===== config.mk =====
export PLATFORM = sky130hd
export DESIGN_NAME = bcd_encoder_flat
export DESIGN_NICKNAME = d
export VERILOG_FILES = /design/src/rtl/bcd_encoder_if.sv /design/src/rtl/bcd_encoder.sv /design/src/flat_wrapper.sv
export SDC_FILE = /design/constraint.sdc
export NUM_CORES = 1
export LEC_CHECK = 0
export CAP_MARGIN = 40
export CORE_MARGIN = 2
export CORE_UTILIZATION = 55
export CTS_BUF_LIST = sky130_fd_sc_hd__clkbuf_4
export DETAILED_ROUTE_END_ITERATION = 8
export PLACE_DENSITY = 0.8
export SKIP_LAST_GASP = 1
export SYNTH_ARGS = -nofsm -noshare
export SYNTH_HDL_FRONTEND = slang
export SYNTH_SLANG_ARGS = --single-unit

===== constraint.sdc =====
create_clock -name clk -period 3.55 [get_ports clk]
set_input_delay 0.71 -clock clk [delete_from_list [all_inputs] [get_ports clk]]
set_output_delay 0.71 -clock clk [all_outputs]
set_load 0.01 [all_outputs]

===== src/rtl/bcd_encoder_if.sv =====
// Bus between a binary producer and the bcd_encoder.
// The master drives the value to convert; the slave returns the decimal digits and done.
interface bcd_encoder_if;
  logic [31:0] binary;
  logic [7:0]  length;
  logic [3:0]  BCD [7:0];
  logic        done;

  modport master (output binary, length, input BCD, done);
  modport slave  (input binary, length, output BCD, done);
endinterface


===== src/rtl/bcd_encoder.sv =====
// Sequential binary-to-BCD converter (shift-add-3), one input bit per clock.
// Restarts by itself whenever binary/length differ from the copy latched at LOAD.
module bcd_encoder (
  input  logic          clk,
  input  logic          rst,
  bcd_encoder_if.slave  bus
);
  typedef enum logic [1:0] {LOAD, SHIFT, DONE} state_t;

  state_t      state_reg, state_next;
  logic [31:0] bin_reg, bin_next;
  logic [7:0]  len_reg, len_next;
  logic [5:0]  cnt_reg, cnt_next;
  logic [31:0] dig_reg, dig_next;
  logic [31:0] bcd_reg, bcd_next;
  logic        done_reg, done_next;

  logic [5:0]  n_clamped;
  logic [4:0]  bit_idx;
  logic [31:0] dig_adj;
  logic [31:0] dig_shift;

  assign n_clamped = (bus.length > 8'd32) ? 6'd32 : bus.length[5:0];
  // cnt_reg is 1..32 while shifting; 32 wraps to index 31 in five bits
  assign bit_idx   = cnt_reg[4:0] - 5'd1;

  generate
    for (genvar gi = 0; gi < 8; gi++) begin : g_digit
      assign dig_adj[gi*4 +: 4] = (dig_reg[gi*4 +: 4] >= 4'd5) ?
                                  dig_reg[gi*4 +: 4] + 4'd3 : dig_reg[gi*4 +: 4];
      assign bus.BCD[gi] = bcd_reg[gi*4 +: 4];
    end
  endgenerate

  // The bit leaving digit 7 is a multiple of 10^8 and is dropped
  assign dig_shift = {dig_adj[30:0], bin_reg[bit_idx]};
  assign bus.done  = done_reg;

  always_ff @(posedge clk) begin
    if (rst) begin
      state_reg <= LOAD;
      bin_reg   <= '0;
      len_reg   <= '0;
      cnt_reg   <= '0;
      dig_reg   <= '0;
      bcd_reg   <= '0;
      done_reg  <= 1'b0;
    end else begin
      state_reg <= state_next;
      bin_reg   <= bin_next;
      len_reg   <= len_next;
      cnt_reg   <= cnt_next;
      dig_reg   <= dig_next;
      bcd_reg   <= bcd_next;
      done_reg  <= done_next;
    end
  end

  always_comb begin
    state_next = state_reg;
    bin_next   = bin_reg;
    len_next   = len_reg;
    cnt_next   = cnt_reg;
    dig_next   = dig_reg;
    bcd_next   = bcd_reg;
    done_next  = done_reg;
    case (state_reg)
      LOAD: begin
        bin_next = bus.binary;
        len_next = bus.length;
        cnt_next = n_clamped;
        dig_next = '0;
        if (n_clamped != 6'd0) begin
          done_next  = 1'b0;
          state_next = SHIFT;
        end else begin
          bcd_next   = '0;
          done_next  = 1'b1;
          state_next = DONE;
        end
      end
      SHIFT: begin
        dig_next = dig_shift;
        cnt_next = cnt_reg - 6'd1;
        if (cnt_reg == 6'd1) begin
          bcd_next   = dig_shift;
          done_next  = 1'b1;
          state_next = DONE;
        end
      end
      DONE: begin
        if ((bus.binary != bin_reg) || (bus.length != len_reg)) begin
          done_next  = 1'b0;
          state_next = LOAD;
        end
      end
      default: state_next = LOAD;
    endcase
  end
endmodule


===== src/flat_wrapper.sv =====
// flat-port wrapper written by rule: the top's interface ports become plain ports
module bcd_encoder_flat 
  (clk, rst, bus_binary, bus_length, bus_BCD, bus_done);
  bcd_encoder_if bus_i ();
  input  logic clk;
  input  logic rst;
  input wire logic [$bits(bus_i.binary)-1:0] bus_binary;
  input wire logic [$bits(bus_i.length)-1:0] bus_length;
  output wire logic [$bits(bus_i.BCD)-1:0] bus_BCD;
  output wire logic [$bits(bus_i.done)-1:0] bus_done;
  assign bus_i.binary = bus_binary;
  assign bus_i.length = bus_length;
  assign bus_BCD = {>>{bus_i.BCD}};
  assign bus_done = bus_i.done;
  bcd_encoder u_core (.clk(clk), .rst(rst), .bus(bus_i));
endmodule

Word-level counts from Yosys, hierarchy flattened
Cells that the tools add are included.

word-level totals
  input bits = 42
  bits in registers = 113
  output and inout port bits = 33
  logic and storage cells = 67

cells by class
  reductions and logical operators = 8
  $lt $le $gt $ge = 10
  eq/ne operators = 8
  mux-type cells = 24
  $add $sub $neg = 10

operators with widths
  cell                   count
  $pmux W32 S2           2
  $mux W32               2
  $ge A4 B3 Y1 const B   8
  $ne A32 B32 Y1         1
  $add A4 B2 Y4 const B  7
  $mux W4                7
  $pmux W6 S2            1
  $gt A8 B6 Y1 const B   1
  $ne A8 B8 Y1           1
  $eq A6 B1 Y1 const B   1
  $lt A5 B6 Y1 const B   1
  $mux W2                3
  $mux W6                1
  $pmux W2 S3            1
  $reduce_and A3 Y1      2
  $reduce_bool A6 Y1     1
  $sub A6 B1 Y6 const B  1
  $bmux W1 S5            1
  $sub A5 B1 Y5 const B  1
  $mux W1                4
  $ne A2 B1 Y1 const B   2
  $add A3 B2 Y3 const B  1
  $mux W3                1
  $pmux W1 S3            1
  other kinds (8)        8

Depth between registers and ports, before layout
Gate-level depths: netlist of the first run.

  word-level depth = 5
  gate-level depth with buffers = 9
  depth with buffers taken out = 7

Worst setup path before layout of the first run
OpenSTA, ideal clock, no wires.

  path type = register -> register
  from = register u_core.cnt_reg[0]
  to = register u_core.bcd_reg[0] (netlist: u_core.bus.BCD[0])
  buffers on the path = 3
  setup slack = 0.919 ns
  period minus slack after synthesis = 2.631 ns
  data arrival time = 2.508 ns
  data required time = 3.427 ns
  setup time = 0.123 ns
  cell stages (with the launch flop) = 10
  cells stage by stage = dfxtp_1 > buf_2 > buf_2 > inv_1 > ha_1 > clkbuf_1 > mux4_2 > mux4_2 > nor2_1 > o31ai_1

between the ends
  cells in the longest elaborated chain, start to end = 5
  elaborated cells on any way between the ends = 8
  classes of those cells = add/sub (1); eq/ne (2); mux (4); reduce/logical (1)

RTL lines
  item                           RTL line           RTL
  start, declared                bcd_encoder.sv:13  logic [5:0] cnt_reg, cnt_next;
  start signal, assigned         bcd_encoder.sv:52  cnt_reg <= cnt_next;
  $sub A5 B1 Y5                  bcd_encoder.sv:25  assign bit_idx = cnt_reg[4:0] - 5'd1;
  $bmux W1 S5                    bcd_encoder.sv:36  assign dig_shift = {dig_adj[30:0], bin_reg[bit_idx]};
  $mux W1 (not written as such)  bcd_encoder.sv:36
  $mux W32                       bcd_encoder.sv:85  if (cnt_reg == 6'd1) begin
  $pmux W32 S2                   bcd_encoder.sv:67  case (state_reg)
  end signal, assigned           bcd_encoder.sv:54  bcd_reg <= bcd_next;
  end, declared                  bcd_encoder.sv:15  logic [31:0] bcd_reg, bcd_next;

Parallel ways exist; a longest one is shown, timed or not. The select of a mux whose other input is x is not followed.
A chain may end at the register's enable or synchronous reset.

Worst setup path after layout of the first run
Same ends and word-level chain as after synthesis.

==> results of run 1 <==
kinds of logic after synthesis:
logic type / after synthesis / synth area share, %
AO/OA/AOI/OAI: 127 / 14.0
XOR/XNOR: 59 / 8.95
adder cells (fa/ha/maj): 22 / 4.76
buffers and inverters: 62 / 4.38
flip-flops: 113 / 39.2
multiplexers: 52 / 11.0
AND/OR/NAND/NOR: 238 / 17.8
path summary, 6_finish.rpt:
path                                    startpoint                  to  slack [ns]  depth (start not counted)
worst max-delay path             u_core.cnt_reg[0]   u_core.bus.BCD[0]        0.98                          7
worst max register to register   u_core.cnt_reg[0]   u_core.bus.BCD[0]        0.98                          7
worst min register to register  u_core.bus.BCD[23]  u_core.bus.BCD[23]        0.46                          2
worst min-delay path            u_core.bus.BCD[23]  u_core.bus.BCD[23]        0.46                          2
layer usage:
metal	vias to the layer above	share of wire (%)	global-route usage [%]
met5	-	0	0
met4	0	2.9	11.2
met3	35	5.7	5.46
met2	171	51	42.3
met1	2300	41	27.8
li1	2435	-	-
report_power, final:
part           total [uW]  internal (uW)  switching [uW]
clock                 844            386             458
combinational        1700            731             965
sequential           1570           1420             151
worst register-to-register path: cells and delay by family, from the launching register on:
family	cells	cell delay (ns)
multiplexers	2	1.02
flip-flops	1	0.33
buffers and inverters	2	0.31
AO/OA/AOI/OAI	1	0.09
AND/OR/NAND/NOR	1	0.15
adder cells (fa/ha/maj)	1	0.54
through the flow:
| step | total power, uW | worst slack (ns) | util, % | hold WS, ns | instance area [sq um] |
|---|---|---|---|---|---|
| 2_1_floorplan | 2850 | 0.919 | - | 0.454 | 5780 |
| 6_report | 4110 | 0.976 | 66.6 | 0.458 | 6850 |
| 5_1_grt | 4350 | 0.846 | 66.6 | 0.481 | 6850 |
| 3_5_place_dp | 3290 | 0.600 | 64.4 | 0.449 | 6620 |
| 3_3_place_gp | 3210 | 0.575 | 64.1 | 0.442 | 6590 |
| 4_1_cts | 4130 | 0.952 | 66.6 | 0.461 | 6850 |
Yosys cell counts (2+ instances only):
master,n
mux2_2,2
nand2_1,84
a21oi_1,57
nor2_1,90
inv_1,24
xor2_1,35
nor3_1,5
nand3b_1,3
buf_2,7
mux4_2,9
a21o_1,8
nor2b_1,2
a211oi_1,18
nand3_1,26
buf_1,6
buf_4,3
ha_1,22
nand2b_1,12
o21ai_0,11
nand4_1,4
a22oi_1,16
mux2i_1,41
clkbuf_1,22
xnor2_1,24
nor4_1,7
o21ai_1,3
dfxtp_1,113
final cells by class:
cell class / instances / area [sq um] / share of cell area (%)
clock inverters: 11 / 100 / 1.46
repair buffers: 83 / 826 / 12.1
well taps: 136 / 170 / 2.49
inverters: 24 / 90.1 / 1.32
clock buffers: 17 / 128 / 1.86
flip-flops and latches: 113 / 2260 / 33.0
multi-input cells: 498 / 3270 / 47.8
==> impl_results.md, run 1 <==
* Arr. time, crit path at between 2 and 3 ns
* Detailed Route WL at 13300 um
* Finish-stage setup viols at 0
* Routed WL per cell at 15.1 um
* Core area at 10300 sq um
* Vert. Die Dim at 106 um
* Largest cells by area after synthesis: dfxtp_1, mux2i_1, nor2_1, nand2_1, xor2_1
* Clock Latency Late Sink at slightly below 0.5 ns
* Vias in the first global route at 4870
* Yosys reg bits at ~110
* Clock transition at the registers of the reported paths at ~0.10 ns
* Clk Tree Root Cell: clkbuf_4
* Clock buffer depth at 2
* I/O pin total at 75
* Worst Path Buf+Inv at 2
* Most frequent cells in the layout: dfxtp_1, nor2_1, nand2_1, clkdlybuf4s50_1, a21oi_1
* RD Place Congestion at 0.808
* Crit-path leading delay family: multiplexers
* Initial antenna violation count at 0
* Nets at 801
* Critical Path End Type: flop
* Synth Instances at 673
* Startpoint types: flop
* # placed instances at 854
* Req. time, crit path at 3.90 ns
* Clock Sinks at between 100 and 150
* Syn Area/Cell at 8.58 sq um
* Setup Skew at 0.0140 ns
* Largest net degree at the start of global routing at 57
* IO buf count at 74
* Post-synth EDFFs at 0
* Crit-path max FO at 15
* PD cells at 601 nW/um^2
* Synth warn at 0
* Yosys top cell area share at around 40%
* Max stage delay on crit path at 0.56 ns
* Slew @ Worst Pin at 0.581 ns
* CTS tree: yes
* Top_reg_cell synth: dfxtp_1
* Die ar. at approximately 11000 sq um
* Netlist Area Pre-Place at between 5000 and 6000 sq um
* Leading area contributor after synthesis: dfxtp_1
* Max-slew headroom at 61.2%
* Cell Count, Final, Fillers Out at 882
* Effective utilization at floorplan at 56.2%
* Max Slew Vio Count at 0
* MaxCap Viol Count at 0
* Crit Path Class: reg -> reg
* Htree depth at 4
* Num rows at 37
* DRT Pass-1 Iters at 5
* Die width at 106 um
* Post-CTS setup buffer count at 0
* Setup TNS at 0 ns
* Worst Hold Class: reg -> reg
* Cts bufs inserted at 17
* Post-DR vias/cell at 5.60
* Layout cells sized above 1 at 6.84%
* Yosys cell types at 46
* Post-DP HPWL at 9520 um
* Seq/Total Area, Yosys at around 40%
* Post_cts resized at 0
* Cell mode on critical path: mux4_2
* Hold buffer count at cts at 0
* Critical Path Slowest Stage Cell: mux4_2
* Aggregate global routing overflow at 0
* Diode count at 0
* Outcome: completed
* Area grow syn2layout at 18.5%
* Leak at 0.00271 uW
* Post-DRT Antenna Nets at 0
* RSZ-0062 raised after global routing: no
* Period utilization at 72.5%
* VDD IR max at 0.383 mV
* Synth Net Count at between 700 and 800
* Initial DRC Count at between 200 and 250
* Fraction of registers with async set/reset at 0%
* GRT Total Usage at between 20% and 30%
* DR DRC count at 0
* Commonest non-fill, non-tap cell in the layout: dfxtp_1
* Critical-path cell list: buf_4 -> inv_1 -> ha_1 -> mux4_2 -> mux4_2 -> nor2_1 -> o31ai_1
* Fillers at around 850
* Final hold vios at 0
* Vias at between 4000 and 5000
* Fmax at about 400 MHz
* First-pass GRT wire length at 22000 um
* Final min period at 2.57 ns
Note: power is estimated with default switching activity, not from simulation.
==> run 2, diff against run 1 <==
Clock period 3.55 ns to 2.6 ns, I/O delays scaled along.
==> run 2 against run 1 <==
Against the previous run:
- via count is 1.9% higher
- largest power group unchanged
- die area stayed put
- wire length is 1.3% higher
- clock power is 69% higher
- worst hold slack worse by 0.086 ns
- clock skew hardly changed
- register-to-register slack worse by 0.71 ns
- sequential power is 37% higher
- sequential share of layout area is 0.85 points lower
- final area is 2.7% higher
- largest cell class unchanged
- critical path depth stayed put
==> impl_results.md, run 2 (synthesis results as in run 1) <==
* Outcome: completed
* Cts bufs inserted at 17 (unchanged)
* Routed WL per cell at 15.1 um (-0.28%)
* Vert. Die Dim at 106 um (unchanged)
* Worst Hold Class: in -> reg
* Hold path endpoint: u_core.bin_reg[13]
* Nets at 812 (+1.4%)
* GRT Total Usage at 24.7% (+0.61 points)
* Most frequent cells in the layout: dfxtp_1, nor2_1, nand2_1, clkdlybuf4s50_1, a21oi_1
* Crit-path max FO at 6 (-9)
* Setup TNS at 0 ns (unchanged)
* CTS tree: yes
* Max Slew Vio Count at 0 (unchanged)
* Critical Path Slowest Stage Cell: xnor2_1
* Max stage delay on crit path at 0.52 ns (-0.04 ns)
* Clock buffer depth at 2 (unchanged)
* Met1 Use GR at 28.7% (+0.88 points)
* Critical Path End Type: flop
* Clock transition at the registers of the reported paths at 0.11 ns (about the same)
* Post-DR vias/cell at 5.62 (+0.31%)
* RSZ-0062 raised after global routing: no
* Post_cts resized at 0 (unchanged)
* Clk Tree Root Cell: clkbuf_4
* GR peak layer: met2
* Num rows at 37 (unchanged)
* Post-CTS setup buffer count at 0 (unchanged)
* Hold buffer count at cts at 0 (unchanged)
* Vias at 5035 (+1.9%)
* Clock Latency Late Sink at 0.53 ns (+0.04 ns)
* Reg-to-Reg Start: u_core.cnt_reg[1]
* Die ar. at 11300 sq um (unchanged)
* Hold Path Depth at 2 (unchanged)
* Layout cells sized above 1 at 9.21% (+2.4 points)
* M3 GR Usage at 5.15% (-0.31 points)
* Clock Sinks at 113 (unchanged)
* Core area at 10300 sq um (unchanged)
* Slew @ Worst Pin at 0.618 ns (+0.0373 ns)
* FF-to-FF End: u_core.bus.BCD[0]
* Area grow syn2layout at 21.6%
* Crit Path Class: reg -> reg
* Commonest non-fill, non-tap cell in the layout: dfxtp_1
* Initial DRC Count at 243 (+6.6%)
* Vias in the first global route at 4984 (+2.3%)
* Setup Skew at 0.0140 ns (+0.0000418 ns)
* Req. time, crit path at 3.02 ns (-0.88 ns)
* Met2 Use GR at 41.6% (-0.73 points)
* Arr. time, crit path at 2.75 ns (-0.18 ns)
* I/O pin total at 75 (unchanged)
* Aggregate global routing overflow at 0 (unchanged)
* First-pass GRT wire length at 22400 um (+2.0%)
* Finish-stage setup viols at 0 (unchanged)
* Post-DP HPWL at 9590 um (+0.71%)
* Detailed Route WL at 13500 um (+1.3%)
* Startpoint types: flop
* PD cells at 851 nW/um^2 (+42%)
* Largest net degree at the start of global routing at 54 (-5.3%)
* Final min period at 2.34 ns (-0.237 ns)
* IO buf count at 74 (unchanged)
* Htree depth at 4 (unchanged)
* Post-DRT Antenna Nets at 0 (unchanged)
* Diode count at 0 (unchanged)
* VDD IR max at 0.448 mV (+17%)
* Hold wc startpoint: rst
* DR DRC count at 0 (unchanged)
* DRT Pass-1 Iters at 4 (-1)
* R2R Setup Slk at 0.26 ns (-0.71 ns)
* Initial antenna violation count at 0 (unchanged)
* RD Place Congestion at 0.795 (-1.7%)
* Critical-path cell list: inv_1 -> ha_1 -> nor3b_1 -> xnor2_1 -> mux2_2 -> o221ai_1 -> o31ai_1
* Hold_ws at 0.372 ns (-0.0861 ns)
* Fmax at 428 MHz (+10%)
* Period utilization at 89.9% (+17 points)
* FF-to-FF path depth at 7 (unchanged)
* Die width at 106 um (unchanged)
* Max-slew headroom at 58.5% (-2.7 points)
* Fillers at 869 (+2.0%)
* Final hold vios at 0 (unchanged)
* MaxCap Viol Count at 0 (unchanged)
* Leak at 0.00280 uW (+3.6%)
* Effective utilization at floorplan at 56.2% (unchanged)
[run 2: changes by cell type in the layout (fill, tap and decap cells not counted), sizes merged]
cell,change
buf,+11
bufinv,+2
clkbuf,+2
clkinv,-3
clkinvlp,+2
[run 2: per-stage QoR]
step	area [sq um]	utilization [%]	total power (uW)	setup WS, ns	cells
finish	7030	68.4	5980	0.263	896
global placement	6720	65.4	4480	0.0104	865
detailed placement	6720	65.4	4570	-0.0340	865
floorplan	5780	-	3900	0.109	673
global route	7030	68.4	6310	0.149	896
CTS	7030	68.4	6010	0.289	896
[run 2: how the worst max path moves through the flow]
stage / cells past startpoint / endpoint / slack [ns] / startpoint
final: 7 / u_core.bus.BCD[0] / 0.26 / u_core.cnt_reg[1]
after global routing: 7 / u_core.bus.BCD[0] / 0.15 / u_core.cnt_reg[1]
after CTS: 7 / u_core.bus.BCD[0] / 0.29 / u_core.cnt_reg[1]
after detailed placement: 6 / u_core.state_reg[1] / -0.03 / bus_length[1]
after global placement: 6 / u_core.state_reg[1] / 0.01 / bus_length[1]
after floorplan: 9 / u_core.bus.BCD[0] / 0.11 / u_core.cnt_reg[0]
[run 2: final cells by class]
cell class              count  area (sq um)  share of cell area (%)
clock buffers              19           143                    2.03
clock inverters            12           166                    2.37
inverters                  24          90.1                    1.28
multi-input cells         498          3270                    46.5
flip-flops and latches    113          2260                    32.2
well taps                 136           170                    2.42
repair buffers             94           926                    13.2
[run 2: per-layer routing]
| metal | up-vias | wire (um) | share of wire (%) |
|---|---|---|---|
| li1 | 2464 | - | - |
| met1 | 2348 | 5560 | 41 |
| met2 | 180 | 6630 | 49 |
| met3 | 43 | 715 | 5.3 |
| met4 | 0 | 591 | 4.4 |
| met5 | - | 0 | 0 |
[run 2: critical path, delay by kind of cell (launching register included)]
| kind | cells | cell delay, ns |
|---|---|---|
| AOI/OAI and AO/OA | 2 | 0.35 |
| DFF | 1 | 0.39 |
| xor gates and xnor gates | 1 | 0.52 |
| adders and majority gates | 1 | 0.26 |
| buffers and inverters | 1 | 0.10 |
| and+or+nand+nor | 1 | 0.18 |
| muxes | 1 | 0.43 |
[run 2: where the power goes]
part | internal, uW | total (uW) | leakage [uW] | switching [uW]
logic | 1040 | 2400 | 0.00172 | 1360
clock network | 768 | 1430 | 0.000162 | 660
registers | 1940 | 2150 | 0.000921 | 206
==> run 3, diff against run 2 <==
Settings changed: CORE_MARGIN 2 to unset.
==> run 3 against run 2 <==
Against the previous run:
- worst setup slack improved by 0.11 ns
- clock power increased by 4%
- via count up 0.48%
- sequential share of layout area about the same
- largest power group unchanged
==> impl_results.md, run 3 (synthesis results as in run 1) <==
* Sequential power share at 35.4% (-0.6 points)
* Arr. time, crit path at 2.63 ns (-0.12 ns)
* Die width at 104 um (-1.9%)
* Crit-path max FO at 8 (+2)
* Post-CTS setup buffer count at 0 (unchanged)
* Area grow syn2layout at 21.7% (about the same)
* Critical Path End Type: flop
* Post-DR vias/cell at 5.65 (+0.48%)
* FF-to-FF path depth at 7 (unchanged)
* Clock network power share at 24.6% (+0.7 points)
* Clock Sinks at 113 (unchanged)
* DRT Pass-1 Iters at 6 (+2)
* Routed WL per cell at 15.1 um (+0.23%)
* Diode count at 0 (unchanged)
* NetSw at 2220 uW (+0.11%)
* Most frequent cells in the layout: dfxtp_1, nor2_1, nand2_1, clkdlybuf4s50_1, a21oi_1
* Max-slew headroom at 51.1% (-7.4 points)
* Initial DRC Count at 224 (-7.8%)
* Max Slew Vio Count at 0 (unchanged)
* IO buf count at 74 (unchanged)
* Layout cells sized above 1 at 8.68% (-0.53 points)
* Fmax at 449 MHz (+5.0%)
* Htree depth at 4 (unchanged)
* Final hold vios at 0 (unchanged)
* PD cells at 863 nW/um^2 (+1.4%)
* Nets at 812 (unchanged)
* Slew @ Worst Pin at 0.733 ns (+0.115 ns)
* Vert. Die Dim at 104 um (-1.9%)
* Post_cts resized at 0 (unchanged)
* First-pass GRT wire length at 22600 um (+0.77%)
* CTS tree: yes
* Num rows at 37 (unchanged)
* Clock buffer depth at 2 (unchanged)
* RSZ-0062 raised after global routing: no
* Leak at 0.00280 uW (about the same)
* Outcome: completed
* Clock transition at the registers of the reported paths at 0.10 ns (about the same)
* Setup TNS at 0 ns (unchanged)
* Clock Latency Late Sink at 0.51 ns (-0.02 ns)
* Aggregate global routing overflow at 0 (unchanged)
* DR DRC count at 0 (unchanged)
* Tot Pwr at 6070 uW (+1.5%)
* RD Place Congestion at 0.802 (+0.93%)
* Setup Skew at 0.0184 ns (+0.00439 ns)
* Detailed Route WL at 13500 um (+0.23%)
* Die ar. at 10900 sq um (-3.7%)
* I/O pin total at 75 (unchanged)
* Post-DRT Antenna Nets at 0 (unchanged)
* Hold buffer count at cts at 0 (unchanged)
* Clk Tree Root Cell: clkbuf_4
* Vias in the first global route at 4910 (-1.5%)
* Logic pwr share at 39.9% (-0.2 points)
* Worst Hold Class: reg -> reg
* Final min period at 2.23 ns (-0.112 ns)
* Post-DP HPWL at 9550 um (-0.44%)
* Vias at 5059 (+0.48%)
* GRT Total Usage at 25.8% (+1.1 points)
* VDD IR max at 0.451 mV (+0.64%)
* Finish-stage setup viols at 0 (unchanged)
* Req. time, crit path at 3.00 ns (-0.02 ns)
* Startpoint types: flop
* Hold Path Depth at 2 (unchanged)
* Core area at 10200 sq um (-0.45%)
* Period utilization at 85.6% (-4.3 points)
* Crit Path Class: reg -> reg
* Initial antenna violation count at 0 (unchanged)
* Int Pwr at 3840 uW (+2.3%)
* MaxCap Viol Count at 0 (unchanged)
* Cts bufs inserted at 17 (unchanged)
* Sw frac at 36.7% (-0.49 points)
* Commonest non-fill, non-tap cell in the layout: dfxtp_1
* Effective utilization at floorplan at 56.5% (+0.25 points)
* Largest net degree at the start of global routing at 69 (+28%)
-- run 3: final timing paths --
check | slack [ns] | to | from
worst max-delay path | 0.37 | u_core.dig_reg[0] | u_core.cnt_reg[1]
worst min-delay path | 0.45 | u_core.bus.BCD[15] | u_core.bus.BCD[15]
worst max register to register | 0.37 | u_core.dig_reg[0] | u_core.cnt_reg[1]
worst min register to register | 0.45 | u_core.bus.BCD[15] | u_core.bus.BCD[15]
-- run 3: worst max-delay path, cell delays in order (launching register included) --
cell and delay (ns):
dfxtp_1 0.38, inv_1 0.11, ha_1 0.35, buf_4 0.20, mux4_2 0.35, mux4_2 0.47, nor2_1 0.16, o21ai_1 0.09
-- run 3: layout make-up --
cell class / count / area [sq um]
Timing Repair Buffer: 94 / 913
Clock inverter: 14 / 195
Fill cell: 804 / 3200
Multi-Input combinational cell: 498 / 3270
Clock buffer: 17 / 128
Sequential cell: 113 / 2260
Tap cell: 136 / 170
Inverter: 24 / 90.1
-- run 3: per-layer routing --
metal	wire, um	share of wire, %	global-route usage (%)
met5	0	0	0
met4	459	3.4	13.3
met3	705	5.2	4.82
met2	6830	51	44.9
met1	5530	41	30.1
-- run 3: power groups by stage --
stage,sequential (uW),combinational (uW),clock [uW]
floorplan,2120,1780,0
global placement,2170,2330,0
detailed placement,2190,2400,0
CTS,2150,2420,1520
global route,2180,2610,1610
finish,2150,2420,1490
-- run 3: metrics by stage --
stage / util, % / setup slack (ns) / area (sq um) / cells / hold slack [ns]
2_1_floorplan: - / 0.109 / 5780 / 673 / 0.454
3_3_place_gp: 65.5 / 0.0758 / 6710 / 865 / 0.444
3_5_place_dp: 65.5 / 0.0000626 / 6710 / 865 / 0.447
4_1_cts: 68.7 / 0.388 / 7030 / 896 / 0.461
5_1_grt: 68.7 / 0.280 / 7030 / 896 / 0.482
6_report: 68.7 / 0.374 / 7030 / 896 / 0.455
